$ cat src/rtl/frame_buffer_arbiter.sv
// frame_buffer_arbiter: round-robin write/read burst scheduler for ping-pong frame banks on one SDRAM port.
// Define ARB_URGENT_WRITE_EN to let a nearly full write FIFO override round-robin.
module frame_buffer_arbiter #(
  parameter int                BURST_LEN     = 16,
  parameter int                FRAME_WORDS   = 307200,
  parameter int                ADDR_W        = 24,
  parameter logic [ADDR_W-1:0] BANK_OFFSET   = 24'h080000,
  parameter int                FIFO_AW       = 10,
  parameter int                URGENT_MARGIN = 32
) (
  input  logic              clk,
  input  logic              rst_n,
  input  logic              frame_vsync,
  input  logic [FIFO_AW:0]  wr_fifo_usedw,
  input  logic [FIFO_AW:0]  rd_fifo_usedw,
  output logic              cmd_req,
  output logic              cmd_wr,
  output logic [ADDR_W-1:0] cmd_addr,
  output logic [7:0]        cmd_len,
  input  logic              cmd_ack,
  input  logic              cmd_done,
  output logic              rd_fifo_clr,
  output logic              prev_valid,
  output logic              frame_incomplete
);
  localparam int CW = $clog2(FRAME_WORDS + 1);
  localparam int DEPTH = 1 << FIFO_AW;
  localparam logic [CW-1:0] FW = CW'(FRAME_WORDS);
  localparam logic [CW-1:0] BL = CW'(BURST_LEN);
`ifdef ARB_URGENT_WRITE_EN
  localparam bit URGENT_EN = 1'b1;
`else
  localparam bit URGENT_EN = 1'b0;
`endif
  typedef enum logic [1:0] {IDLE, REQ, BUSY, SWAP} state_t;
  state_t state, state_nxt;
  logic vs_q, start_pend, wr_bank, last_grant, wr_ok, rd_ok, urgent, grant_wr;
  logic [CW-1:0] wr_cnt, rd_cnt;
  logic [ADDR_W-1:0] wr_base, rd_base;
  function automatic logic [CW-1:0] sat_add(input logic [CW-1:0] c);
    return (c >= FW - BL) ? FW : c + BL;
  endfunction
  assign cmd_len = 8'(BURST_LEN);
  assign wr_base = wr_bank ? BANK_OFFSET : '0;
  assign rd_base = wr_bank ? '0 : BANK_OFFSET;
  // last_grant: 1 = write, 0 = read; a tie goes to the opposite direction
  always_comb begin
    wr_ok = 32'(wr_fifo_usedw) >= BURST_LEN && wr_cnt < FW;
    rd_ok = prev_valid && rd_cnt < FW && 32'(rd_fifo_usedw) + BURST_LEN <= DEPTH;
    urgent = URGENT_EN && wr_ok && 32'(wr_fifo_usedw) >= DEPTH - URGENT_MARGIN;
    grant_wr = wr_ok && (!rd_ok || !last_grant || urgent);
    cmd_req = state == REQ;
    rd_fifo_clr = state == SWAP;
    state_nxt = state;
    case (state)
      IDLE: state_nxt = start_pend ? SWAP : (wr_ok || rd_ok) ? REQ : IDLE;
      REQ:  state_nxt = cmd_ack ? BUSY : REQ;
      BUSY: state_nxt = cmd_done ? (start_pend ? SWAP : IDLE) : BUSY;
      SWAP: state_nxt = IDLE;
      default: state_nxt = IDLE;
    endcase
  end
  always_ff @(posedge clk or negedge rst_n)
    if (!rst_n) state <= IDLE;
    else state <= state_nxt;
  always_ff @(posedge clk or negedge rst_n) begin
    if (!rst_n) begin
      vs_q <= 1'b0;
      start_pend <= 1'b0;
      wr_bank <= 1'b0;
      last_grant <= 1'b0;
      wr_cnt <= '0;
      rd_cnt <= '0;
      cmd_wr <= 1'b0;
      cmd_addr <= '0;
      prev_valid <= 1'b0;
      frame_incomplete <= 1'b0;
    end else begin
      vs_q <= frame_vsync;
      start_pend <= (frame_vsync & ~vs_q) | (start_pend & (state != SWAP));
      if (state == IDLE && state_nxt == REQ) begin
        cmd_wr <= grant_wr;
        cmd_addr <= grant_wr ? wr_base + ADDR_W'(wr_cnt) : rd_base + ADDR_W'(rd_cnt);
      end
      if (state == BUSY && cmd_done) begin
        last_grant <= cmd_wr;
        if (cmd_wr) wr_cnt <= sat_add(wr_cnt);
        else rd_cnt <= sat_add(rd_cnt);
      end
      if (state == SWAP) begin
        wr_cnt <= '0;
        rd_cnt <= '0;
        if (wr_cnt == FW) begin
          wr_bank <= ~wr_bank;
          prev_valid <= 1'b1;
        end else frame_incomplete <= 1'b1;
      end
    end
  end
endmodule

$ cat config.mk
export PLATFORM = sky130hd
export DESIGN_NAME = frame_buffer_arbiter
export DESIGN_NICKNAME = d
export VERILOG_FILES = /design/src/rtl/frame_buffer_arbiter.sv
export SDC_FILE = /design/constraint.sdc
export NUM_CORES = 1
export LEC_CHECK = 0
export ABC_CLOCK_PERIOD_IN_PS = 2850
export CAP_MARGIN = 15
export CORE_MARGIN = 2
export CORE_UTILIZATION = 35
export CTS_CLUSTER_DIAMETER = 50
export DETAILED_ROUTE_END_ITERATION = 8
export PLACE_DENSITY = 0.54
export REMOVE_ABC_BUFFERS = 1
export SETUP_SLACK_MARGIN = 0.1
export SLEW_MARGIN = 15
export SYNTH_ARGS = -nofsm -noshare
export SYNTH_HDL_FRONTEND = slang
export SYNTH_SLANG_ARGS = --single-unit
$ cat constraint.sdc
create_clock -name clk -period 2.85 [get_ports clk]
set_input_delay 0.285 -clock clk [delete_from_list [all_inputs] [get_ports clk]]
set_output_delay 0.285 -clock clk [all_outputs]
set_load 0.005 [all_outputs]
# --- After elaboration in Yosys (flattened, before gate mapping) ---
# Index checks and enable logic that the tools add are counted.
op_classes:
  n_bitwise: 6
  magnitude_cmp: 6
  n_mux: 17
  eq_ne: 7
  add_sub_neg: 5
  reduce_logical: 17
op_table:
  columns: ["cell", "count"]
  rows:
  - ["19-bit 2-to-1 mux", 8]
  - ["20-bit by 19-bit adder with 21-bit output", 2]
  - ["20-bit 2-to-1 mux", 2]
  - ["19-bit by 5-bit adder with 19-bit output, second input constant", 2]
  - ["19-bit >= comparator, second input constant", 2]
  - ["19-bit less-than comparator, second input constant", 2]
  - ["21-bit 2-to-1 mux", 1]
  - ["19-bit == test, second input constant", 1]
  - ["11-bit by 5-bit adder with 12-bit output, second input constant", 1]
  - ["12-bit by 11-bit less-or-equal comparator with 1-bit output, second input constant", 1]
  - ["11-bit by 5-bit >= comparator with 1-bit output, second input constant", 1]
  - ["2-bit 2-to-1 mux", 4]
  - ["2-bit one-hot mux with 4 select lines", 1]
  - ["2-bit AND reduction", 4]
  - ["1-bit logical AND", 6]
  - ["2-bit by 1-bit == test with 1-bit output, second input constant", 2]
  - ["2-bit == test, second input constant", 2]
  - ["2-bit nonzero test", 2]
  - ["1-bit inverter", 3]
  - ["1-bit bitwise AND", 2]
  - ["1-bit zero test", 2]
  - ["2-bit zero test", 1]
  - ["1-bit logical OR", 2]
  - ["2-bit by 1-bit != test with 1-bit output, second input constant", 1]
  - ["3 further kinds", 3]
word_totals:
  ff_bits: 71
  output_inout_bits: 37
  inputBits: 27
  word_cells: 69

# --- Logic depth before layout (Yosys ltp) ---
depth:
  ltp_word: 9
  depth_mapped: 8
  mapped_depth_nobuf: 6

# --- Worst setup path before layout ---
# Ideal clock, no wire load.
synth_path:
  path_kind: "flip-flop to flip-flop"
  start: "register rd_cnt[12]"
  end: "register cmd_addr[12]"
  n_path_buf: 2
  path_stages_with_launch: 8
  path_slack_ps: 756
  synth_period_minus_slack_ps: 2094
  t_arrival_ps: 1969
  setup_time_ps: 125
  path_cell_list: "dfrtp_1 -> buf_6 -> a2111o_1 -> o311ai_4 -> nand2_2 -> a21boi_4 -> buf_8 -> mux2_2"
synth_via:
  elab_chain_len: 9
  word_cells_on_any_way: 14
synth_lines:
  columns: ["item", "line_no", "text"]
  rows:
  - ["start, declared", "38", "logic [CW-1:0] wr_cnt, rd_cnt;"]
  - ["start signal, assigned", "88", "else rd_cnt <= sat_add(rd_cnt);"]
  - ["19-bit less-than comparator", "49", "rd_ok = prev_valid && rd_cnt < FW && 32'(rd_fifo_usedw) + BURST_LEN <= DEPTH;"]
  - ["1-bit logical AND (2 in a row)", "49", null]
  - ["1-bit logical OR", "56", "IDLE: state_nxt = start_pend ? SWAP : (wr_ok || rd_ok) ? REQ : IDLE;"]
  - ["1-bit 2-to-1 mux", "56", null]
  - ["2-bit 2-to-1 mux", "56", null]
  - ["2-bit one-hot mux with 4 select lines", "55", "case (state)"]
  - ["2-bit by 1-bit == test with 1-bit output", "81", "if (state == IDLE && state_nxt == REQ) begin"]
  - ["1-bit logical AND", "81", null]
  - ["end signal, assigned", "83", "cmd_addr <= grant_wr ? wr_base + ADDR_W'(wr_cnt) : rd_base + ADDR_W'(rd_cnt);"]
  - ["end, declared", "18", "output logic [ADDR_W-1:0] cmd_addr,"]
# Parallel ways exist; a longest one is shown, timed or not.
# A chain may end at the register's enable or synchronous reset.

# --- Final worst setup path ---
layout_path:
  start: "register rd_cnt[17]"
  end: "register cmd_addr[13]"
layout_via:
  elab_chain_len: 9
  word_cells_on_any_way: 13
layout_lines:
  columns: ["item", "line_no"]
  rows:
  - ["19-bit less-than comparator *", "49"]
  - ["1-bit logical AND * (2 in a row)", "49"]
  - ["1-bit logical OR", "56"]
  - ["1-bit 2-to-1 mux", "56"]
  - ["2-bit 2-to-1 mux", "56"]
  - ["2-bit one-hot mux with 4 select lines", "55"]
  - ["2-bit by 1-bit == test with 1-bit output", "81"]
  - ["1-bit logical AND", "81"]
# Mark *: on every way between the ends. The rest lies on a longest branch, timed or not.

==> impl_metrics.env <==
export IMPL_outcome="finished, final reports clean"
export IMPL_cts_hold_buffers_added=0
export IMPL_detailedRoute_firstIterationViolations=141
export IMPL_timing_clock_skew_ns=0.00591
export IMPL_port_buffer_count=43
export IMPL_share_of_post_route_cells_with_drive_strength_above_1_pct=12.1
export IMPL_final_antenna_net_count=0
export IMPL_dr_pass1_iters=4
export IMPL_clkSlewWorstSetupHoldPaths_ns=0.10
export IMPL_grt_setup_unrepaired="false"
export IMPL_totalPowerFinal_w=0.00203
export IMPL_routed_wirelength_um=8280
export IMPL_rr_startpoint="rd_cnt[17]$_DFFE_PN0P_"
export IMPL_initial_antenna_violation_count=0
export IMPL_post_synth_num_cell_types=59
export IMPL_setup_violations_final=0
export IMPL_grt_first_pass_wirelength_um=13900
export IMPL_synth_warning_count=0
export IMPL_die_h_um=102
export IMPL_clkSinkCount=55
export IMPL_core_area_um2=9330
export IMPL_final_worst_hold_slack_ns=0.138
export IMPL_critical_path_class="reg2reg"
export IMPL_grt_max_degree=44
export IMPL_leakage_nw=1.62
export IMPL_synth_top_flop_cell="sky130_fd_sc_hd__dfrtp_1"
export IMPL_globalplace_congestion=0.866
export IMPL_synthesis_area_um2=3390
export IMPL_synthesis_instances=368
export IMPL_worst_setup_path_end_kind="flip-flop"
export IMPL_cts_tree="yes"
export IMPL_root_buffer="sky130_fd_sc_hd__clkbuf_8"
export IMPL_rrSetupSlack_ns=0.36
export IMPL_num_rows=35
export IMPL_critical_path_required_ns=3.05
export IMPL_maxCapViolCount=0
export IMPL_num_antenna_cells=0
export IMPL_yosysMostFrequentCell="sky130_fd_sc_hd__dfrtp_1"
export IMPL_detail_route_wl_per_cell_um=15.5
export IMPL_io_pins=64
export IMPL_synth_top_cells_by_area="sky130_fd_sc_hd__dfrtp_1 41%, sky130_fd_sc_hd__nand4_1 4.4%, sky130_fd_sc_hd__mux2_2 4.3%"
export IMPL_finish_net_count=435
export IMPL_vias_per_cell=5.34
export IMPL_cts_buffer_depth=2
export IMPL_floorplan_initialDensity_pct=36.4
export IMPL_final_period_utilization_pct=87.3
export IMPL_synthDominantAreaCellType="sky130_fd_sc_hd__dfrtp_1"
export IMPL_sequential_element_share_of_the_synthesized_area_pct=40.6
export IMPL_synth_edf_count=0
export IMPL_grt_pass1_vias=2718
export IMPL_timing_hold_violations_final=0
export IMPL_synth_seq_cells=55
export IMPL_synth_top_cells_by_count="55 x sky130_fd_sc_hd__dfrtp_1, 28 x sky130_fd_sc_hd__nand2_1, 27 x sky130_fd_sc_hd__nand3_1"
export IMPL_post_route_drc_count=0
export IMPL_die_area_um2=10500
export IMPL_all_layer_global_routing_usage_pct=16.6
export IMPL_worst_r2r_cell_count=5
export IMPL_syn_mean_instance_area_um2=9.22
export IMPL_hold_path_class="in2async"
export IMPL_crit_reg2reg_capture="cmd_addr[13]$_DFFE_PN0P_"
export IMPL_grt_overflow=0
export IMPL_num_vias=2851
export IMPL_synthArstFlopShare_pct=100
export IMPL_htree_num_levels=2
export IMPL_worst_rel_slew_slack_pct=33.8
export IMPL_finalWorstPathRequiredPeriod_ns=2.49
export IMPL_least_margin_pin_slew_ns=0.994
export IMPL_max_freq_mhz=402
export IMPL_cts_made_buffers=5
export IMPL_cp_max_fo=17
export IMPL_synth_top_area_share_pct=40.6
export IMPL_syn_to_final_growth_pct=17.5
export IMPL_powerDensity_nw_per_um2=509
export IMPL_tns_ns=0
export IMPL_max_vdd_ir_drop_mv=0.342
export IMPL_place_hpwl_um=6160
export IMPL_post_cts_resize_count=0
export IMPL_worstPathArrival_ns=2.69
export IMPL_nature_of_the_critical_path_startpoint="flip-flop"
export IMPL_die_x_um=102
export IMPL_setup_fix_bufs_post_cts=0
export IMPL_maxSlewViolCount=0
export IMPL_insertion_delay_ns=0.31
logic make-up (layout without fill, tap and decap cells):
| group | count (synthesis) | after routing | synth area share, % |
|---|---|---|---|
| buffers and inverters | 49 | 72 | 8.26 |
| DFF | 55 | 55 | 40.6 |
| muxes | 17 | 17 | 6.09 |
| AOI/OAI and AO/OA | 87 | 87 | 18.6 |
| adders and majority gates | 3 | 3 | 1.11 |
| and+or+nand+nor | 142 | 142 | 21.8 |
| other | 2 | 16 | 0.221 |
| xor gates and xnor gates | 13 | 13 | 3.36 |
layout by cell type, fill, tap and decap left out, drive strengths merged, types with 4 or more instances in the layout:
| cell | n |
|---|---|
| buf | 15 |
| and3 | 4 |
| o21a | 4 |
| xnor2 | 4 |
| clkdlybuf4s50 | 42 |
| o211ai | 13 |
| xor2 | 9 |
| a21oi | 18 |
| nor2 | 23 |
| inv | 7 |
| nand2 | 29 |
| conb | 16 |
| o21ai | 18 |
| or3 | 4 |
| nand2b | 7 |
| nor3 | 9 |
| nand3 | 27 |
| nand4 | 24 |
| dfrtp | 55 |
| clkbuf | 6 |
| mux2 | 17 |
| nor4 | 5 |
| a31oi | 7 |
flip-flops by register name (all words and copies together) (netlist names):
signal and count:
frame_incomplete 1, rd_cnt 15, last_grant 1, cmd_addr 16, prev_valid 1, start_pend 1, wr_bank 1, state 2
wr_cnt 15, vs_q 1, cmd_wr 1
stage by stage:
step	setup WS (ns)	area, um^2	std cells	util, %
after global placement	0.391	3900	527	41.8
after detailed placement	0.379	3900	527	41.8
after global routing	0.186	3990	534	42.7
final	0.363	3990	534	42.7
after floorplan	0.656	3190	341	-
after CTS	0.361	3990	534	42.7
layout make-up:
class                           count  area (um^2)
Clock buffer                        6         82.6
Tap cell                          129          161
Sequential cell                    55         1380
Timing Repair Buffer               57          543
Clock inverter                      1         5.00
Fill cell                         934         5340
Inverter                            8         30.0
Multi-Input combinational cell    278         1790
worst max path at each step:
stage,start,to,slack (ns),cells past startpoint
after global routing,rd_cnt[16]$_DFFE_PN0P_,cmd_addr[12]$_DFFE_PN0P_,0.19,4
after detailed placement,rd_cnt[17]$_DFFE_PN0P_,cmd_addr[12]$_DFFE_PN0P_,0.38,5
after floorplan,rd_cnt[17]$_DFFE_PN0P_,cmd_addr[12]$_DFFE_PN0P_,0.66,5
final,rd_cnt[17]$_DFFE_PN0P_,cmd_addr[13]$_DFFE_PN0P_,0.36,5
after global placement,rd_cnt[17]$_DFFE_PN0P_,cmd_addr[13]$_DFFE_PN0P_,0.39,5
after CTS,rd_cnt[17]$_DFFE_PN0P_,cmd_addr[11]$_DFFE_PN0P_,0.36,5
power by group:
part	total, W	leakage (nW)	internal, W	switching [W]
combinational	0.000605	0.830	0.000289	0.000316
clock	0.000440	0.0470	0.000192	0.000249
sequential	0.000983	0.743	0.000854	0.000129
total	0.00203	1.62	0.00133	0.000694
routing by layer:
layer  vias to the layer above  global-route usage, %  wire, um
met2                        45                   27.0      3970
met4                         0                   2.77        56
met5                         -                      0         0
met3                         8                   2.33       289
met1                      1398                   23.9      3970
li1                       1400                      -         -
critical path: stages (launching register included):
cell and delay, ns:
sky130_fd_sc_hd__dfrtp_1 0.50, sky130_fd_sc_hd__a2111o_1 0.49, sky130_fd_sc_hd__o311ai_4 0.24, sky130_fd_sc_hd__and3_1 0.65, sky130_fd_sc_hd__o211ai_1 0.21, sky130_fd_sc_hd__mux2_2 0.29
(Power assumes the default switching activity.)
